`config.mk`:
```
export PLATFORM = sky130hd
export DESIGN_NAME = an_ordset_gen
export DESIGN_NICKNAME = d
export VERILOG_FILES = /design/src/rtl/an_ordset_gen.sv
export SDC_FILE = /design/constraint.sdc
export NUM_CORES = 1
export LEC_CHECK = 0
export ABC_AREA = 0
export CAP_MARGIN = 5
export CORE_ASPECT_RATIO = 1.4
export CORE_MARGIN = 5
export CORE_UTILIZATION = 53
export CTS_BUF_LIST = sky130_fd_sc_hd__clkbuf_4 sky130_fd_sc_hd__clkbuf_8
export DETAILED_ROUTE_END_ITERATION = 6
export GPL_ROUTABILITY_DRIVEN = 0
export PLACE_DENSITY = 0.81
export SKIP_LAST_GASP = 1
export SYNTH_ARGS = -nofsm -noshare
export SYNTH_HDL_FRONTEND = slang
export SYNTH_SLANG_ARGS = --single-unit
```
`constraint.sdc`:
```
create_clock -name sgmii_clk_in -period 2.2 [get_ports sgmii_clk_in]
set_input_delay 0.33 -clock sgmii_clk_in [delete_from_list [all_inputs] [get_ports sgmii_clk_in]]
set_output_delay 0.33 -clock sgmii_clk_in [all_outputs]
set_load 0.005 [all_outputs]
```
`src/rtl/an_ordset_gen.sv`:
```
// Auto-negotiation /C/ ordered-set generator: emits pre-encoder 8b/10b symbols
// (byte + K flag) for the idle, config and acknowledge phases of 1000BASE-X/SGMII AN.
module an_ordset_gen #(
    parameter int COUNT_W   = 8,
    parameter bit ACK_PHASE = 1'b1,
    parameter bit IDLE_SEL  = 1'b0
) (
    input  logic               sgmii_clk_in,
    input  logic               reset,
    input  logic               start,
    input  logic               abort,
    input  logic [15:0]        an_config,
    input  logic [COUNT_W-1:0] an_count,
    output logic [7:0]         tx_data,
    output logic               tx_k,
    output logic               busy,
    output logic               done,
    output logic               aborted,
    output logic [1:0]         phase,
    output logic [COUNT_W-1:0] sets_sent
);

    typedef enum logic [1:0] {
        ST_IDLE = 2'd0,
        ST_CFG  = 2'd1,
        ST_ACK  = 2'd2
    } state_t;

    localparam logic [7:0] K28_5  = 8'hBC;
    localparam logic [7:0] D_C1   = 8'hB5;
    localparam logic [7:0] D_C2   = 8'h42;
    localparam logic [7:0] IDLE_D = IDLE_SEL ? 8'hC5 : 8'h50;
    localparam logic [COUNT_W-1:0] CNT_MAX = {COUNT_W{1'b1}};

    state_t             state_q, state_d;
    logic [1:0]         sym_idx_q, sym_idx_d;
    logic               c2_q, c2_d;
    logic [15:0]        cfg_q, cfg_d;
    logic [COUNT_W-1:0] cnt_q, cnt_d;
    logic [COUNT_W-1:0] sets_q, sets_d;
    logic               start_pend_q, start_pend_d;
    logic               abort_pend_q, abort_pend_d;
    logic               busy_q, busy_d;
    logic               done_q, done_d;
    logic               aborted_q, aborted_d;
    logic [7:0]         tx_data_q, tx_data_d;
    logic               tx_k_q, tx_k_d;
    logic [15:0]        cfg_tx;
    logic               start_acc;

    assign start_acc = (state_q == ST_IDLE) && !busy_q && start;
    assign cfg_tx    = (state_q == ST_ACK) ? (cfg_q | 16'h4000) : cfg_q;

    always_comb begin
        state_d      = state_q;
        sym_idx_d    = sym_idx_q;
        c2_d         = c2_q;
        cfg_d        = cfg_q;
        cnt_d        = cnt_q;
        sets_d       = sets_q;
        start_pend_d = start_pend_q;
        abort_pend_d = abort_pend_q;
        busy_d       = busy_q;
        done_d       = 1'b0;
        aborted_d    = 1'b0;
        tx_data_d    = tx_data_q;
        tx_k_d       = tx_k_q;

        if (busy_q && abort) begin
            abort_pend_d = 1'b1;
        end

        case (state_q)
            ST_IDLE: begin
                if (start_acc) begin
                    start_pend_d = 1'b1;
                    busy_d       = 1'b1;
                    cfg_d        = an_config;
                    cnt_d        = (an_count == '0) ? COUNT_W'(1) : an_count;
                end
                // Leave IDLE only once the idle set's second symbol has gone out.
                if (sym_idx_q == 2'd1 && (start_pend_q || start_acc)) begin
                    state_d      = ST_CFG;
                    start_pend_d = 1'b0;
                    sym_idx_d    = 2'd0;
                    c2_d         = 1'b0;
                    sets_d       = '0;
                    tx_data_d    = K28_5;
                    tx_k_d       = 1'b1;
                end else if (sym_idx_q == 2'd0) begin
                    sym_idx_d = 2'd1;
                    tx_data_d = IDLE_D;
                    tx_k_d    = 1'b0;
                end else begin
                    sym_idx_d = 2'd0;
                    tx_data_d = K28_5;
                    tx_k_d    = 1'b1;
                end
            end
            default: begin
                case (sym_idx_q)
                    2'd0: begin
                        sym_idx_d = 2'd1;
                        tx_data_d = c2_q ? D_C2 : D_C1;
                        tx_k_d    = 1'b0;
                    end
                    2'd1: begin
                        sym_idx_d = 2'd2;
                        tx_data_d = cfg_tx[7:0];
                        tx_k_d    = 1'b0;
                    end
                    2'd2: begin
                        sym_idx_d = 2'd3;
                        tx_data_d = cfg_tx[15:8];
                        tx_k_d    = 1'b0;
                        if (sets_q != CNT_MAX) begin
                            sets_d = sets_q + COUNT_W'(1);
                        end
                    end
                    default: begin
                        // Set boundary: normal completion takes priority over abort.
                        sym_idx_d = 2'd0;
                        tx_data_d = K28_5;
                        tx_k_d    = 1'b1;
                        if (sets_q == cnt_q) begin
                            sets_d = '0;
                            c2_d   = 1'b0;
                            if (state_q == ST_CFG && ACK_PHASE) begin
                                state_d = ST_ACK;
                            end else begin
                                state_d      = ST_IDLE;
                                busy_d       = 1'b0;
                                done_d       = 1'b1;
                                abort_pend_d = 1'b0;
                            end
                        end else if (abort_pend_q || abort) begin
                            state_d      = ST_IDLE;
                            sets_d       = '0;
                            c2_d         = 1'b0;
                            busy_d       = 1'b0;
                            aborted_d    = 1'b1;
                            abort_pend_d = 1'b0;
                        end else begin
                            c2_d = ~c2_q;
                        end
                    end
                endcase
            end
        endcase
    end

    always_ff @(posedge sgmii_clk_in or posedge reset) begin
        if (reset) begin
            state_q      <= ST_IDLE;
            sym_idx_q    <= 2'd0;
            c2_q         <= 1'b0;
            cfg_q        <= 16'h0000;
            cnt_q        <= COUNT_W'(1);
            sets_q       <= '0;
            start_pend_q <= 1'b0;
            abort_pend_q <= 1'b0;
            busy_q       <= 1'b0;
            done_q       <= 1'b0;
            aborted_q    <= 1'b0;
            tx_data_q    <= K28_5;
            tx_k_q       <= 1'b1;
        end else begin
            state_q      <= state_d;
            sym_idx_q    <= sym_idx_d;
            c2_q         <= c2_d;
            cfg_q        <= cfg_d;
            cnt_q        <= cnt_d;
            sets_q       <= sets_d;
            start_pend_q <= start_pend_d;
            abort_pend_q <= abort_pend_d;
            busy_q       <= busy_d;
            done_q       <= done_d;
            aborted_q    <= aborted_d;
            tx_data_q    <= tx_data_d;
            tx_k_q       <= tx_k_d;
        end
    end

    assign tx_data   = tx_data_q;
    assign tx_k      = tx_k_q;
    assign busy      = busy_q;
    assign done      = done_q;
    assign aborted   = aborted_q;
    assign phase     = state_q;
    assign sets_sent = sets_q;

endmodule

```
==> impl_metrics.json, run 1 <==
{
  "status": "finished clean",
  "multi_input_area_mm2": 0.00103,
  "cts_sinks": 51,
  "crit_type": "flip-flop to flip-flop",
  "critPathRequiredTime_ps": 2410,
  "cp.arrival_ps": 2200,
  "syn_area_per_cell_um2": 11.9,
  "power_density_mw_per_mm2": 1170,
  "grt_usage_pct": 18.4,
  "setup_slack_ps": 206,
  "clk_latency_ps": 320,
  "slew_violations": 0,
  "hold_viol": 0,
  "numCtsBuffers": 5,
  "reg2reg_depth": 6,
  "die_area_mm2": 0.00597,
  "syn_inst": 200,
  "mostFrequentLayoutCell": "clkdlybuf4s50_1",
  "gr-total-overflow": 0,
  "dp_slack_ps": 205,
  "vias_per_cell": 5.48,
  "finalSetupTns_ps": 0,
  "maxCapViolCount": 0,
  "drc": 0,
  "reg2reg_slack_ps": 210,
  "final_cell_mix": "clkdlybuf4s50_1 (49), dfrtp_1 (44), mux2_1 (14)",
  "cp-startpoint": "sym_idx_q[1]$_DFF_PP0_",
  "syn_to_final_growth_pct": 27.7,
  "io_buffers": 49,
  "routedWlPerCell_um": 15.5,
  "register_area_mm2": 0.00128,
  "post-synth-top-area-fraction_pct": 46.1,
  "design.core.area_mm2": 0.00446,
  "dpl-instance-area_mm2": 0.00296,
  "hold_class": "input port to async pin",
  "htreeDepth": 2,
  "path_clk_slew_ps": 100,
  "synth_seq_cells": 51,
  "r2r_start": "sym_idx_q[1]$_DFF_PP0_",
  "grt_max_degree": 31,
  "end_kind": "flip-flop",
  "leakagePower_nw": 1.29,
  "synth_area_leader_cell": "dfrtp_1",
  "synth_cell_types": 46,
  "num_vias": 1715,
  "ys_warn_count": 0,
  "finalCriticalPeriod_ps": 1990,
  "grt_pass1_wl_mm": 8.20,
  "slew_headroom_pct": 68.7,
  "dp_hpwl_mm": 3.72,
  "cts_hold_buf": 0,
  "rsz0062_at_grt": "no",
  "placementRows": 29,
  "skew_ps": 10.8,
  "start_util_pct": 53.5,
  "min_period_over_period_pct": 90.7,
  "fmax_mhz": 501,
  "synthTopCellsByArea": "dfrtp_1 (46%), dfstp_2 (7.7%), mux2_1 (6.6%), mux2_2 (4.7%), ha_1 (3.1%)",
  "fin_nets": 284,
  "antenna_found_initial": 0,
  "drive_gt1_share_pct": 14.7,
  "crit-reg2reg-capture": "sets_sent[5]$_DFFE_PP0P_",
  "root_buffer": "clkbuf_8",
  "cp_max_fo": 11,
  "peakVddDrop_v": 0.000741,
  "synth_seq_area_share_pct": 53.8,
  "clockBufferDepth": 2,
  "dieWidth_um": 66.8,
  "post-cts-setup-buffer-count": 0,
  "setup_viol": 0,
  "critPathLaunchType": "flip-flop",
  "async_reset_ff_share_pct": 100,
  "dr.pass1.iters": 4,
  "cts_tree": "built",
  "fp.dieH_um": 89.5,
  "antenna_left": 0,
  "synth_area_mm2": 0.00239,
  "cts_resized": 0,
  "drt_iter0_markers": 84,
  "tightest_slew_ps": 468,
  "first_global_vias": 1763,
  "antenna_cells": 0,
  "syn_nets": 234,
  "final_area_mm2": 0.00305,
  "ys.flop_type": "dfrtp_1",
  "wl_mm": 4.84,
  "fill_cells": 359,
  "synth-edff-count": 0,
  "ios": 50
}
-- metal layers --
| metal | track usage (%) | part of all wire (%) |
|---|---|---|
| met1 | 22.2 | 40 |
| met2 | 31.9 | 55 |
| met3 | 4.53 | 3.8 |
| met4 | 6.65 | 1.7 |
| met5 | 0 | 0 |
-- synth_stat cells, types with 6 or more instances --
cell type,number
nand2_1,10
a21oi_1,8
buf_2,7
ha_1,6
mux2_2,10
dfstp_2,7
xnor2_1,8
mux2_1,14
nor2_1,11
dfrtp_1,44
-- cells by family after synthesis --
kind of cell    share of synthesized area, %
simple gates                            12.1
flops                                   53.8
compound gates                          13.7
mux                                     11.3
buf+inv                                 3.09
xor+xnor                                2.93
fa+ha+maj                               3.14
-- area by class of cell --
| class | count | area share [%] |
|---|---|---|
| Multi-Input combinational cell | 134 | 33.8 |
| Inverter | 5 | 0.615 |
| Tap cell | 62 | 2.54 |
| Clock buffer | 5 | 2.26 |
| Sequential cell | 51 | 42.1 |
| Timing Repair Buffer | 53 | 17.9 |
| Clock inverter | 3 | 0.820 |
-- how the worst max path moves through the flow --
stage / endpoint / slack, ps / cells after the start
floorplan: sets_sent[2]$_DFFE_PP0P_ / 460 / 6
finish: sets_sent[5]$_DFFE_PP0P_ / 210 / 6
global placement: sets_sent[5]$_DFFE_PP0P_ / 260 / 6
detailed placement: sets_sent[5]$_DFFE_PP0P_ / 210 / 6
global route: sets_sent[5]$_DFFE_PP0P_ / 60 / 6
CTS: sets_sent[5]$_DFFE_PP0P_ / 190 / 6
-- per-stage QoR --
step           power [mW]  std cells  utilization, %  hold slack, ps
2_1_floorplan        2.54        200               -             458
3_3_place_gp         3.01        305            66.3             470
3_5_place_dp         3.06        305            66.3             476
4_1_cts              3.62        313            68.4             356
5_1_grt              3.84        313            68.4             377
6_report             3.58        313            68.4             336
-- critical path, cell delays in order (launching register included) --
cell and delay [ps]:
dfrtp_1 410, inv_1 100, ha_1 420, o211a_1 280, o32a_4 200, o31ai_4 110
a221o_1 370
-- flip-flops by register name, summed over array words and instances (netlist names) --
name and count:
abort_pend_q 1, aborted 1, busy 1, c2_q 1, cfg_q 16, cnt_q 8, done 1, phase 2
sets_sent 8, start_pend_q 1, sym_idx_q 2, tx_data 8, tx_k 1
-- power breakdown --
part / total (mW) / switching, mW / internal, mW
Clock: 0.553 / 0.326 / 0.228
Combinational: 1.44 / 0.671 / 0.765
Sequential: 1.59 / 0.231 / 1.36
No activity file was read; power rests on OpenSTA's default activity.
==> inputs of run 2 (changes only) <==
--- a/config.mk
+++ b/config.mk
@@ -14,6 +14,7 @@
 export DETAILED_ROUTE_END_ITERATION = 6
 export GPL_ROUTABILITY_DRIVEN = 0
 export PLACE_DENSITY = 0.81
+export REMOVE_ABC_BUFFERS = 1
 export SKIP_LAST_GASP = 1
 export SYNTH_ARGS = -nofsm -noshare
 export SYNTH_HDL_FRONTEND = slang
==> run 2 against run 1 <==
Net effect: worst hold slack improved by 9.0 ps; critical path depth did not move; flip-flop and latch count did not move; largest power group unchanged; register-to-register slack barely moved; largest cell class unchanged; clock power fell by 0.9%; sequential power barely moved; cell area did not move.
==> impl_metrics.json, run 2 (synthesis results as in run 1) <==
{
  "status": "finished clean",
  "fmax_mhz": 498,
  "root_buffer": "clkbuf_8",
  "leakagePower_nw": 1.29,
  "antenna_cells": 0,
  "switching_share_pct": 33.7,
  "vias_per_cell": 5.52,
  "antenna_left": 0,
  "die_area_mm2": 0.00597,
  "internal_power_mw": 2.38,
  "htreeDepth": 2,
  "cts_sinks": 51,
  "end_kind": "flip-flop",
  "min_period_over_period_pct": 91.2,
  "grt_pass1_wl_mm": 8.27,
  "setup_viol": 0,
  "hold_class": "input port to async pin",
  "routedWlPerCell_um": 15.4,
  "num_vias": 1729,
  "r2r_start": "sym_idx_q[0]$_DFF_PP0_",
  "critPathLaunchType": "flip-flop",
  "fill_cells": 364,
  "ios": 50,
  "clk_latency_ps": 310,
  "hold_viol": 0,
  "skew_ps": 6.22,
  "syn_to_final_growth_pct": 27.7,
  "drc": 0,
  "grt_max_degree": 31,
  "peakVddDrop_v": 0.000617,
  "maxCapViolCount": 0,
  "power_density_mw_per_mm2": 1170,
  "post-cts-setup-buffer-count": 0,
  "power_switching_mw": 1.21,
  "largest_reg_flops": 16,
  "register_area_mm2": 0.00128,
  "design.core.area_mm2": 0.00446,
  "regMostFlops": "cfg_q",
  "clockBufferDepth": 2,
  "reg2reg_depth": 6,
  "finalSetupTns_ps": 0,
  "grt_usage_pct": 18.4,
  "antenna_found_initial": 0,
  "cp.arrival_ps": 2200,
  "slew_violations": 0,
  "final_cell_mix": "clkdlybuf4s50_1 (49), dfrtp_1 (44), mux2_1 (14)",
  "tightest_slew_ps": 466,
  "slew_headroom_pct": 68.9,
  "start_util_pct": 53.5,
  "cts_tree": "built",
  "drive_gt1_share_pct": 14.7,
  "numCtsBuffers": 5,
  "cts_hold_buf": 0,
  "mostFrequentLayoutCell": "clkdlybuf4s50_1",
  "pwr-share-clk_pct": 15.3,
  "path_clk_slew_ps": 90,
  "placementRows": 29,
  "fp.dieH_um": 89.5,
  "gr-total-overflow": 0,
  "reg2reg_slack_ps": 190,
  "p_comb_share_pct": 40.6,
  "dieWidth_um": 66.8,
  "wl_mm": 4.83,
  "dp_hpwl_mm": 3.64,
  "critPathRequiredTime_ps": 2390,
  "cp_max_fo": 8,
  "fin_nets": 284,
  "drt_iter0_markers": 95,
  "multi_input_area_mm2": 0.00103,
  "dr.pass1.iters": 4,
  "cts_resized": 0,
  "p_seq_share_pct": 44.1,
  "finalCriticalPeriod_ps": 2010,
  "total_power_mw": 3.58,
  "crit-reg2reg-capture": "sets_sent[5]$_DFFE_PP0P_",
  "first_global_vias": 1823,
  "io_buffers": 49,
  "rsz0062_at_grt": "no",
  "crit_type": "flip-flop to flip-flop"
}
==> run 2: stage by stage <==
step                std cells  cell area [um2]  utilization (%)  hold slack, ps  setup slack, ps
floorplan                 190             2330                -             458              341
global placement          305             2960             66.3             469              282
detailed placement        305             2960             66.3             480              199
CTS                       313             3050             68.4             358              172
global route              313             3050             68.4             400             64.9
finish                    313             3050             68.4             345              193
==> run 2: layout make-up <==
class	instances	area share, %
Sequential cell	51	42.1
Multi-Input combinational cell	134	33.8
Timing Repair Buffer	53	17.9
Tap cell	62	2.54
Clock buffer	6	2.50
Inverter	5	0.615
Clock inverter	2	0.574
==> run 2: critical path, stage by stage (launching register included) <==
cell     delay (ps)
dfrtp_1         400
inv_1           100
ha_1            290
nor3_2          350
o32a_4          280
o31ai_4         110
a221o_1         360
==> run 2: per-layer routing <==
metal,track usage [%],vias to the layer above,part of all wire [%]
met3,2.64,6,5.3
met2,33.4,46,54
met4,9.24,0,1.6
li1,-,819,-
met1,20.8,858,39
met5,0,-,0
==> run 2: worst max-delay path by stage <==
stage	startpoint	to	slack, ps
after CTS	sym_idx_q[0]$_DFF_PP0_	sets_sent[5]$_DFFE_PP0P_	170
after global routing	sym_idx_q[0]$_DFF_PP0_	sets_sent[5]$_DFFE_PP0P_	60
final	sym_idx_q[0]$_DFF_PP0_	sets_sent[5]$_DFFE_PP0P_	190
after detailed placement	sym_idx_q[1]$_DFF_PP0_	sets_sent[5]$_DFFE_PP0P_	200
after global placement	start	sets_sent[2]$_DFFE_PP0P_	280
after floorplan	phase[1]$_DFFE_PP0P_	cfg_q[14]$_DFFE_PP0P_	340
==> run 2: power by group through the flow <==
stage	registers [mW]	logic, mW	clock network (mW)
finish	1.58	1.46	0.548
CTS	1.59	1.47	0.559
detailed placement	1.61	1.46	0
global placement	1.59	1.43	0
global route	1.64	1.61	0.600
floorplan	1.56	0.934	0
